--- config.mk ---
export PLATFORM = sky130hd
export DESIGN_NAME = sr_latch_controller_flat
export DESIGN_NICKNAME = d
export VERILOG_FILES = /design/src/rtl/sr_latch_controller_if.sv /design/src/rtl/sr_latch_controller.sv /design/src/flat_wrapper.sv
export SDC_FILE = /design/constraint.sdc
export NUM_CORES = 1
export LEC_CHECK = 0
export ABC_AREA = 1
export BUFFER_PORTS_ARGS = -buffer_cell sky130_fd_sc_hd__buf_2
export CORE_AREA = 2 2 39 41
export CTS_CLUSTER_SIZE = 20
export DETAILED_ROUTE_END_ITERATION = 8
export DIE_AREA = 0 0 41 43
export PLACE_DENSITY = 0.6
export REMOVE_ABC_BUFFERS = 1
export SYNTH_ARGS = -nofsm -noshare
export SYNTH_HDL_FRONTEND = slang
export SYNTH_SLANG_ARGS = --single-unit
--- constraint.sdc ---
create_clock -name clk -period 2.2 [get_ports clk]
set_input_delay 0.11 -clock clk [delete_from_list [all_inputs] [get_ports clk]]
set_output_delay 0.11 -clock clk [all_outputs]
set_load 0.01 [all_outputs]
--- src/rtl/sr_latch_controller_if.sv ---
// Request handshake bundle for sr_latch_controller: per-requester valid/target
// from the requesters (master) and the one-hot grant back from the controller (slave).
interface sr_latch_controller_if #(
  parameter int NUM_REQ = 2
);
  logic [NUM_REQ-1:0] req_valid;
  logic [NUM_REQ-1:0] req_set;
  logic [NUM_REQ-1:0] req_ready;

  modport master (output req_valid, output req_set, input req_ready);
  modport slave  (input req_valid, input req_set, output req_ready);
endinterface

--- src/rtl/sr_latch_controller.sv ---
// Round-robin sequencer sharing one SR latch: drives a registered s/r pulse, a settle gap
// and, with LIBSV_SR_LATCH_CTRL_CHECK_EN defined, a readback check of q/q_n.
module sr_latch_controller #(
  parameter int  NUM_REQ      = 2,
  parameter int  PULSE_CYCLES = 2,
  parameter int  GAP_CYCLES   = 1,
  localparam int ID_W         = (NUM_REQ > 1) ? $clog2(NUM_REQ) : 1
) (
  input  logic                   clk,
  input  logic                   rst,
  sr_latch_controller_if.slave   req,
  output logic                   s,
  output logic                   r,
  input  logic                   q,
  input  logic                   q_n,
  output logic                   busy,
  output logic [ID_W-1:0]        grant_id,
  output logic                   done,
  output logic                   err
);

  localparam int CNT_MAX = (PULSE_CYCLES > GAP_CYCLES) ? PULSE_CYCLES : GAP_CYCLES;
  localparam int CNT_W   = (CNT_MAX > 1) ? $clog2(CNT_MAX) : 1;

  typedef enum logic [1:0] {
    IDLE  = 2'd0,
    PULSE = 2'd1,
    GAP   = 2'd2
`ifdef LIBSV_SR_LATCH_CTRL_CHECK_EN
    ,CHECK = 2'd3
`endif
  } state_t;

  state_t             state, state_d;
  logic [CNT_W-1:0]   cnt, cnt_d;
  logic [ID_W-1:0]    ptr, ptr_d;
  logic [ID_W-1:0]    grant_d;
  logic               target, target_d;
  logic               s_d, r_d, done_d, err_d;
  logic               mismatch;

  // Arbitration: lowest valid index at or above ptr, otherwise lowest valid overall.
  logic [NUM_REQ-1:0] ptr_mask, upper, pick_vec;
  logic [ID_W-1:0]    win;
  logic               found;

  always_comb begin
    ptr_mask = '0;
    win      = '0;
    for (int i = 0; i < NUM_REQ; i++) ptr_mask[i] = (i >= int'(ptr));
    upper    = req.req_valid & ptr_mask;
    pick_vec = (|upper) ? upper : req.req_valid;
    found    = |req.req_valid;
    for (int i = NUM_REQ - 1; i >= 0; i--) begin
      if (pick_vec[i]) win = ID_W'(i);
    end
  end

  assign req.req_ready = (state == IDLE && found) ? (NUM_REQ'(1) << win) : '0;
  assign busy          = (state != IDLE);

`ifdef LIBSV_SR_LATCH_CTRL_CHECK_EN
  assign mismatch = (q != target) | (q_n != ~target);
`else
  // Readback is not used in this build.
  logic unused_readback;
  assign unused_readback = q ^ q_n;
  assign mismatch        = 1'b0;
`endif

  // NOTE: every signal driven here gets a default first, so no path can infer a latch.
  always_comb begin
    state_d  = state;
    cnt_d    = cnt;
    ptr_d    = ptr;
    grant_d  = grant_id;
    target_d = target;
    s_d      = 1'b0;
    r_d      = 1'b0;
    done_d   = 1'b0;
    err_d    = 1'b0;

    unique case (state)
      IDLE: begin
        if (found) begin
          target_d = |(req.req_set & req.req_ready);
          grant_d  = win;
          ptr_d    = (int'(win) == NUM_REQ - 1) ? '0 : win + 1'b1;
          s_d      = target_d;
          r_d      = ~target_d;
          cnt_d    = CNT_W'(PULSE_CYCLES - 1);
          state_d  = PULSE;
        end
      end
      PULSE: begin
        if (cnt == '0) begin
          if (GAP_CYCLES != 0) begin
            cnt_d   = CNT_W'(GAP_CYCLES - 1);
            state_d = GAP;
          end else begin
`ifdef LIBSV_SR_LATCH_CTRL_CHECK_EN
            state_d = CHECK;
`else
            done_d  = 1'b1;
            state_d = IDLE;
`endif
          end
        end else begin
          cnt_d = cnt - 1'b1;
          s_d   = s;
          r_d   = r;
        end
      end
      GAP: begin
        if (cnt == '0) begin
`ifdef LIBSV_SR_LATCH_CTRL_CHECK_EN
          state_d = CHECK;
`else
          done_d  = 1'b1;
          state_d = IDLE;
`endif
        end else begin
          cnt_d = cnt - 1'b1;
        end
      end
`ifdef LIBSV_SR_LATCH_CTRL_CHECK_EN
      CHECK: begin
        done_d  = 1'b1;
        err_d   = mismatch;
        state_d = IDLE;
      end
`endif
      default: state_d = IDLE;
    endcase
  end

  // NOTE: sequential state uses non-blocking assignments so every register samples pre-edge values.
  always_ff @(posedge clk) begin
    if (rst) begin
      state    <= IDLE;
      cnt      <= '0;
      ptr      <= '0;
      grant_id <= '0;
      target   <= 1'b0;
      s        <= 1'b0;
      r        <= 1'b0;
      done     <= 1'b0;
      err      <= 1'b0;
    end else begin
      state    <= state_d;
      cnt      <= cnt_d;
      ptr      <= ptr_d;
      grant_id <= grant_d;
      target   <= target_d;
      s        <= s_d;
      r        <= r_d;
      done     <= done_d;
      err      <= err_d;
    end
  end

endmodule

--- src/flat_wrapper.sv ---
// flat-port wrapper written by rule: the top's interface ports become plain ports
module sr_latch_controller_flat 
#(
  parameter int  NUM_REQ      = 2,
  parameter int  PULSE_CYCLES = 2,
  parameter int  GAP_CYCLES   = 1,
  localparam int ID_W         = (NUM_REQ > 1) ? $clog2(NUM_REQ) : 1
)
  (clk, rst, s, r, q, q_n, busy, grant_id, done, err, req_req_valid, req_req_set, req_req_ready);
  sr_latch_controller_if #(.NUM_REQ(NUM_REQ)) req_i ();
  input  logic clk;
  input  logic rst;
  output logic s;
  output logic r;
  input  logic q;
  input  logic q_n;
  output logic busy;
  output logic [ID_W-1:0] grant_id;
  output logic done;
  output logic err;
  input wire logic [$bits(req_i.req_valid)-1:0] req_req_valid;
  input wire logic [$bits(req_i.req_set)-1:0] req_req_set;
  output wire logic [$bits(req_i.req_ready)-1:0] req_req_ready;
  assign req_i.req_valid = req_req_valid;
  assign req_i.req_set = req_req_set;
  assign req_req_ready = req_i.req_ready;
  sr_latch_controller #(.NUM_REQ(NUM_REQ), .PULSE_CYCLES(PULSE_CYCLES), .GAP_CYCLES(GAP_CYCLES)) u_core (.clk(clk), .rst(rst), .req(req_i), .s(s), .r(r), .q(q), .q_n(q_n), .busy(busy), .grant_id(grant_id), .done(done), .err(err));
endmodule
# After elaboration in Yosys (flattened, before gate mapping)
# Cells that the tools add are included.
[op_classes] shifts=1 order_cmp=1 n_reduce_logical=12 addsub=2 bitwise_logic=4 muxes=18 eq_ne=5
[op_table] operator="2-to-1 mux 2 bit" n=5
[op_table] operator="OR reduction 2 bit" n=5
[op_table] operator="2-to-1 mux 1 bit" n=9
[op_table] operator="case mux 1 bit (2 select lines)" n=3
[op_table] operator="case mux 2 bit (3 select lines)" n=1
[op_table] operator="AND 2 bit" n=2
[op_table] operator="!= test 2 bit (second input constant)" n=2
[op_table] operator="AND reduction 2 bit" n=2
[op_table] operator="nonzero test 2 bit" n=2
[op_table] operator="AND reduction 3 bit" n=1
[op_table] operator="equality test 2 x 1 -> 1 bit (second input constant)" n=1
[op_table] operator="equality test 2 bit (second input constant)" n=1
[op_table] operator="logical NOT 2 bit" n=1
[op_table] operator="!= test 2 x 1 -> 1 bit (second input constant)" n=1
[op_table] operator="inverter 1 bit" n=2
[op_table] operator="left shift 1 x 1 -> 2 bit (first input constant)" n=1
[op_table] operator="adder 1 bit (second input constant)" n=1
[op_table] operator=">= comparator 1 bit (first input constant)" n=1
[op_table] operator="logical AND 1 bit" n=1
[op_table] operator="subtractor 1 bit (second input constant)" n=1
[word_totals] register_bits=8 wordCells=50 out_inout_bits=8 in_bits=8

# Depth between registers and ports, before layout
[logic_depth] word_depth=13 depth_mapped=8 depth_no_buf=8

# Least setup slack after synthesis
# No wires, ideal clock.
[synth_timing] path_kind="register -> register" start="register u_core.state[0]" end="register u_core.state[1]" required_time_ns=2.114 path_stages_with_launch=6 path_buffers=0 arrival_ns=1.103 slack_ns=1.011 synth_period_minus_slack_ns=1.189 setup_time_ns=0.086 path_cell_list="dfxtp_1 inv_1 ha_1 o21ai_0 nand2_1 a211oi_1"
[synth_between] elab_chain_cells=3 word_cells_on_any_way=8 classes_between="5 x eq/ne; 1 x mux; 2 x reduce/logical"
[synth_lines] item="start, declared" line="sr_latch_controller.sv:34" rtl="state_t state, state_d;"
[synth_lines] item="start signal, assigned" line="sr_latch_controller.sv:150" rtl="state <= state_d;"
[synth_lines] item="equality test 2 bit (tied with other cells)" line="sr_latch_controller.sv:83" rtl="unique case (state)"
[synth_lines] item="!= test 2 bit (no source line) / != test 2 x 1 -> 1 bit (equally long branches)"
[synth_lines] item="AND reduction 3 bit (no source line)"
# Parallel ways exist; a longest one is shown, timed or not.
# A chain may end at the register's enable or synchronous reset.

# Worst setup path after layout
[layout_timing] start="register u_core.state[1]" end="output req_req_ready[0]"
[layout_between] elab_chain_cells=3
[layout_lines] item="logical NOT 2 bit" line="sr_latch_controller.sv:59" rtl="assign req.req_ready = (state == IDLE && found) ? (NUM_REQ'(1) << win) : '0;"
[layout_lines] item="logical AND 1 bit" line="sr_latch_controller.sv:59"
[layout_lines] item="2-to-1 mux 2 bit" line="sr_latch_controller.sv:59"
[layout_lines] item="end, declared" line="flat_wrapper.sv:23" rtl="output wire logic [$bits(req_i.req_ready)-1:0] req_req_ready;"
# No other way between the ends.

==> summary.txt <==
Route
  – DR pass1 iterations: 4
  – Routed Wire Length: 824 um
  – Initial drt markers: 10
  – Vias per cell: 4.773
  – Via count: 420
  – Antenna-violating nets left: 0
  – Drc violations: 0
  – Wire length per cell: 9.364 um

Clock tree
  – CTS tree: yes
  – Worst-Skew Late Latency: 250 ps
  – Hold-fix buffers, CTS: 0
  – H-tree Lvls: 1
  – Setup Buffers After CTS: 0
  – Clock Tree Root: clkbuf_4
  – CTS Buffer Depth: 2
  – Clk sinks: 8
  – CTS buffer count: 3
  – Clk slew on worst S/H paths: 50 ps
  – Post-CTS resize count: 0

Critical path
  – R2r endpoint: u_core.state[1]
  – CP Max Fanout: 6
  – R2R depth: 5
  – WP data arrival: 1420 ps
  – WS Path Type: flip-flop to output port
  – Reg-to-reg startpoint: u_core.state[0]
  – Flop-to-flop setup slack: 810 ps
  – Critical Path RT: 2090 ps
  – CP Capture Type: output port
  – Startpoint class of the critical path: flip-flop

Global route
  – GRT Util Overall: 11.87%
  – Initial antenna violation count: 0
  – First-pass GRT wire length: 1414 um
  – Largest net degree at the start of global routing: 9
  – GRT Residual Overflow: 0
  – Number of global-route vias before repair: 376

Timing
  – Setup TNS: 0 ps
  – Fin. Hold Viols: 0
  – Final min period: 1529 ps
  – Layout Skew: 0.2422 ps
  – Max Slew Vio Count: 0
  – Fmax achieved: 654.1 MHz
  – Period utilization: 69.49%
  – # setup viols final: 0
  – RSZ-0062 raised after global routing: no

Synthesis
  – Syn avg cell area: 7.401 um^2
  – Top cells by area, synth: dfxtp_1 (37%), ha_1 (14%), nand2_1 (12%)
  – Post-Syn Area: 436.7 um^2
  – Cell count after synthesis: 59
  – Synth top area share: 36.68%
  – Yosys Warn Count: 0
  – Post-synthesis sequential area ratio: 36.68%
  – Synthesis-stage register bit count: 8
  – Yosys top cell by area: dfxtp_1
  – Synth unique cells: 19

Layout
  – Most used cells in the layout excluding fill and tap cells: nand2_1 (14), buf_2 (12), inv_1 (8), dfxtp_1 (8)
  – Commonest non-fill, non-tap cell in the layout: nand2_1
  – P&R area growth vs syn: 20.92%
  – N_diodes: 0
  – Util after Layout: 38.16%
  – Nets: 87
  – Share of cells above drive strength 1: 27.78%

Power
  – Pwr dens: 1320 nW/um^2
  – Maximum vdd ir drop: 340.8 uV
  – P_leak: 0.2863 nW

Min path
  – Worst hold stages: 2
  – HP Class: primary input to flip-flop
  – Hold path start: rst
  – Hold Path End: u_core.s

Run status
  – Status: completed

Floorplanning
  – Rows: 14
  – Core footprint: 1384 um^2
  – Die Ht: 43 um
  – Die ar.: 1763 um^2
  – I/O pin cnt: 16
  – Initial Util: 31.56%
  – Die X: 41 um

Placement
  – DP Wirelength: 650.7 um
  – IO Port Bufs: 12
  – RePlAce Congestion: 0.7185

Run
  – # Max-Cap Violations: 0
==> cells in the mapped netlist <==
master and instances:
a211oi_1 1, inv_2 1, a21oi_2 1, ha_1 5, buf_4 1, clkbuf_1 1
nand2_1 14, and3_2 1, nor2_1 2, nand4_1 1, nor3b_1 1, conb_1 1
nor3_1 1, a21oi_1 5, nor2_2 2, dfxtp_1 8, nand3_1 3, inv_1 8
o21ai_0 2
==> cell families (layout without fill, tap and decap cells) <==
group,Yosys count,count (layout),synth area share (%)
AO/OA/AOI/OAI,9,9,11.75
adder cells (fa/ha/maj),5,5,14.33
buffers and inverters,11,24,10.31
flip-flops,8,8,36.68
other,1,1,0.8588
AND/OR/NAND/NOR,25,25,26.07
==> worst max-delay path by stage <==
stage	cells after the start	startpoint	endpoint	slack, ps
2_1_floorplan	5	u_core.state[0]	u_core.state[1]	1010
3_3_place_gp	5	u_core.state[0]	u_core.state[1]	850
3_5_place_dp	5	u_core.state[0]	u_core.state[1]	830
4_1_cts	7	u_core.state[1]	req_req_ready[0]	660
5_1_grt	7	u_core.state[1]	req_req_ready[0]	520
6_report	7	u_core.state[1]	req_req_ready[0]	670
==> sequential cells by signal (all words and copies together), names as in the netlist <==
register and cells:
u_core.state 2, u_core.cnt 1, u_core.done 1, u_core.grant_id 1
u_core.ptr 1, u_core.r 1, u_core.s 1
==> worst max-delay path, cell delays in order, from the launching register on <==
cell	delay, ps
dfxtp_1	330
inv_1	120
ha_1	290
inv_2	60
nor2_2	120
nand2_1	80
inv_1	50
buf_2	120
==> routing by layer <==
layer  vias up  track usage [%]  part of all wire (%)
li1        213                -                     -
met1       188            13.59                    46
met2        17            18.13                    45
met3         2            1.571                   7.4
met4         0            10.00                   1.7
met5         -                0                     0
==> layout make-up <==
type	count	area, um^2
fillers	162	855.8
multi-input cells	40	231.5
flip-flops and latches	8	160.2
repair buffers	12	60.06
inverters	9	33.78
clock buffers	3	22.52
well taps	16	20.02
==> stage by stage <==
stage	instance area (um^2)	hold WS [ps]	total power (W)	std cells	worst slack (ps)
after CTS	528.0	123.4	0.0007052	88	659.1
after detailed placement	505.5	391.8	0.0005897	85	829.9
final	528.0	128.7	0.0006971	88	671.3
after floorplan	425.4	172.4	0.0004860	57	1011
after global placement	505.5	387.9	0.0005833	85	851.2
after global routing	528.0	126.6	0.0007868	88	523.2
==> where the power goes <==
part	internal, W	switching, W	total, W	leakage (nW)
Sequential	0.000199	0.0000394	0.000238	0.0661
Clock	0.0000623	0.0000486	0.000111	0.0138
Combinational	0.000142	0.000206	0.000348	0.206
Total	0.000403	0.000294	0.000697	0.286
Note: power is estimated with default switching activity, not from simulation.
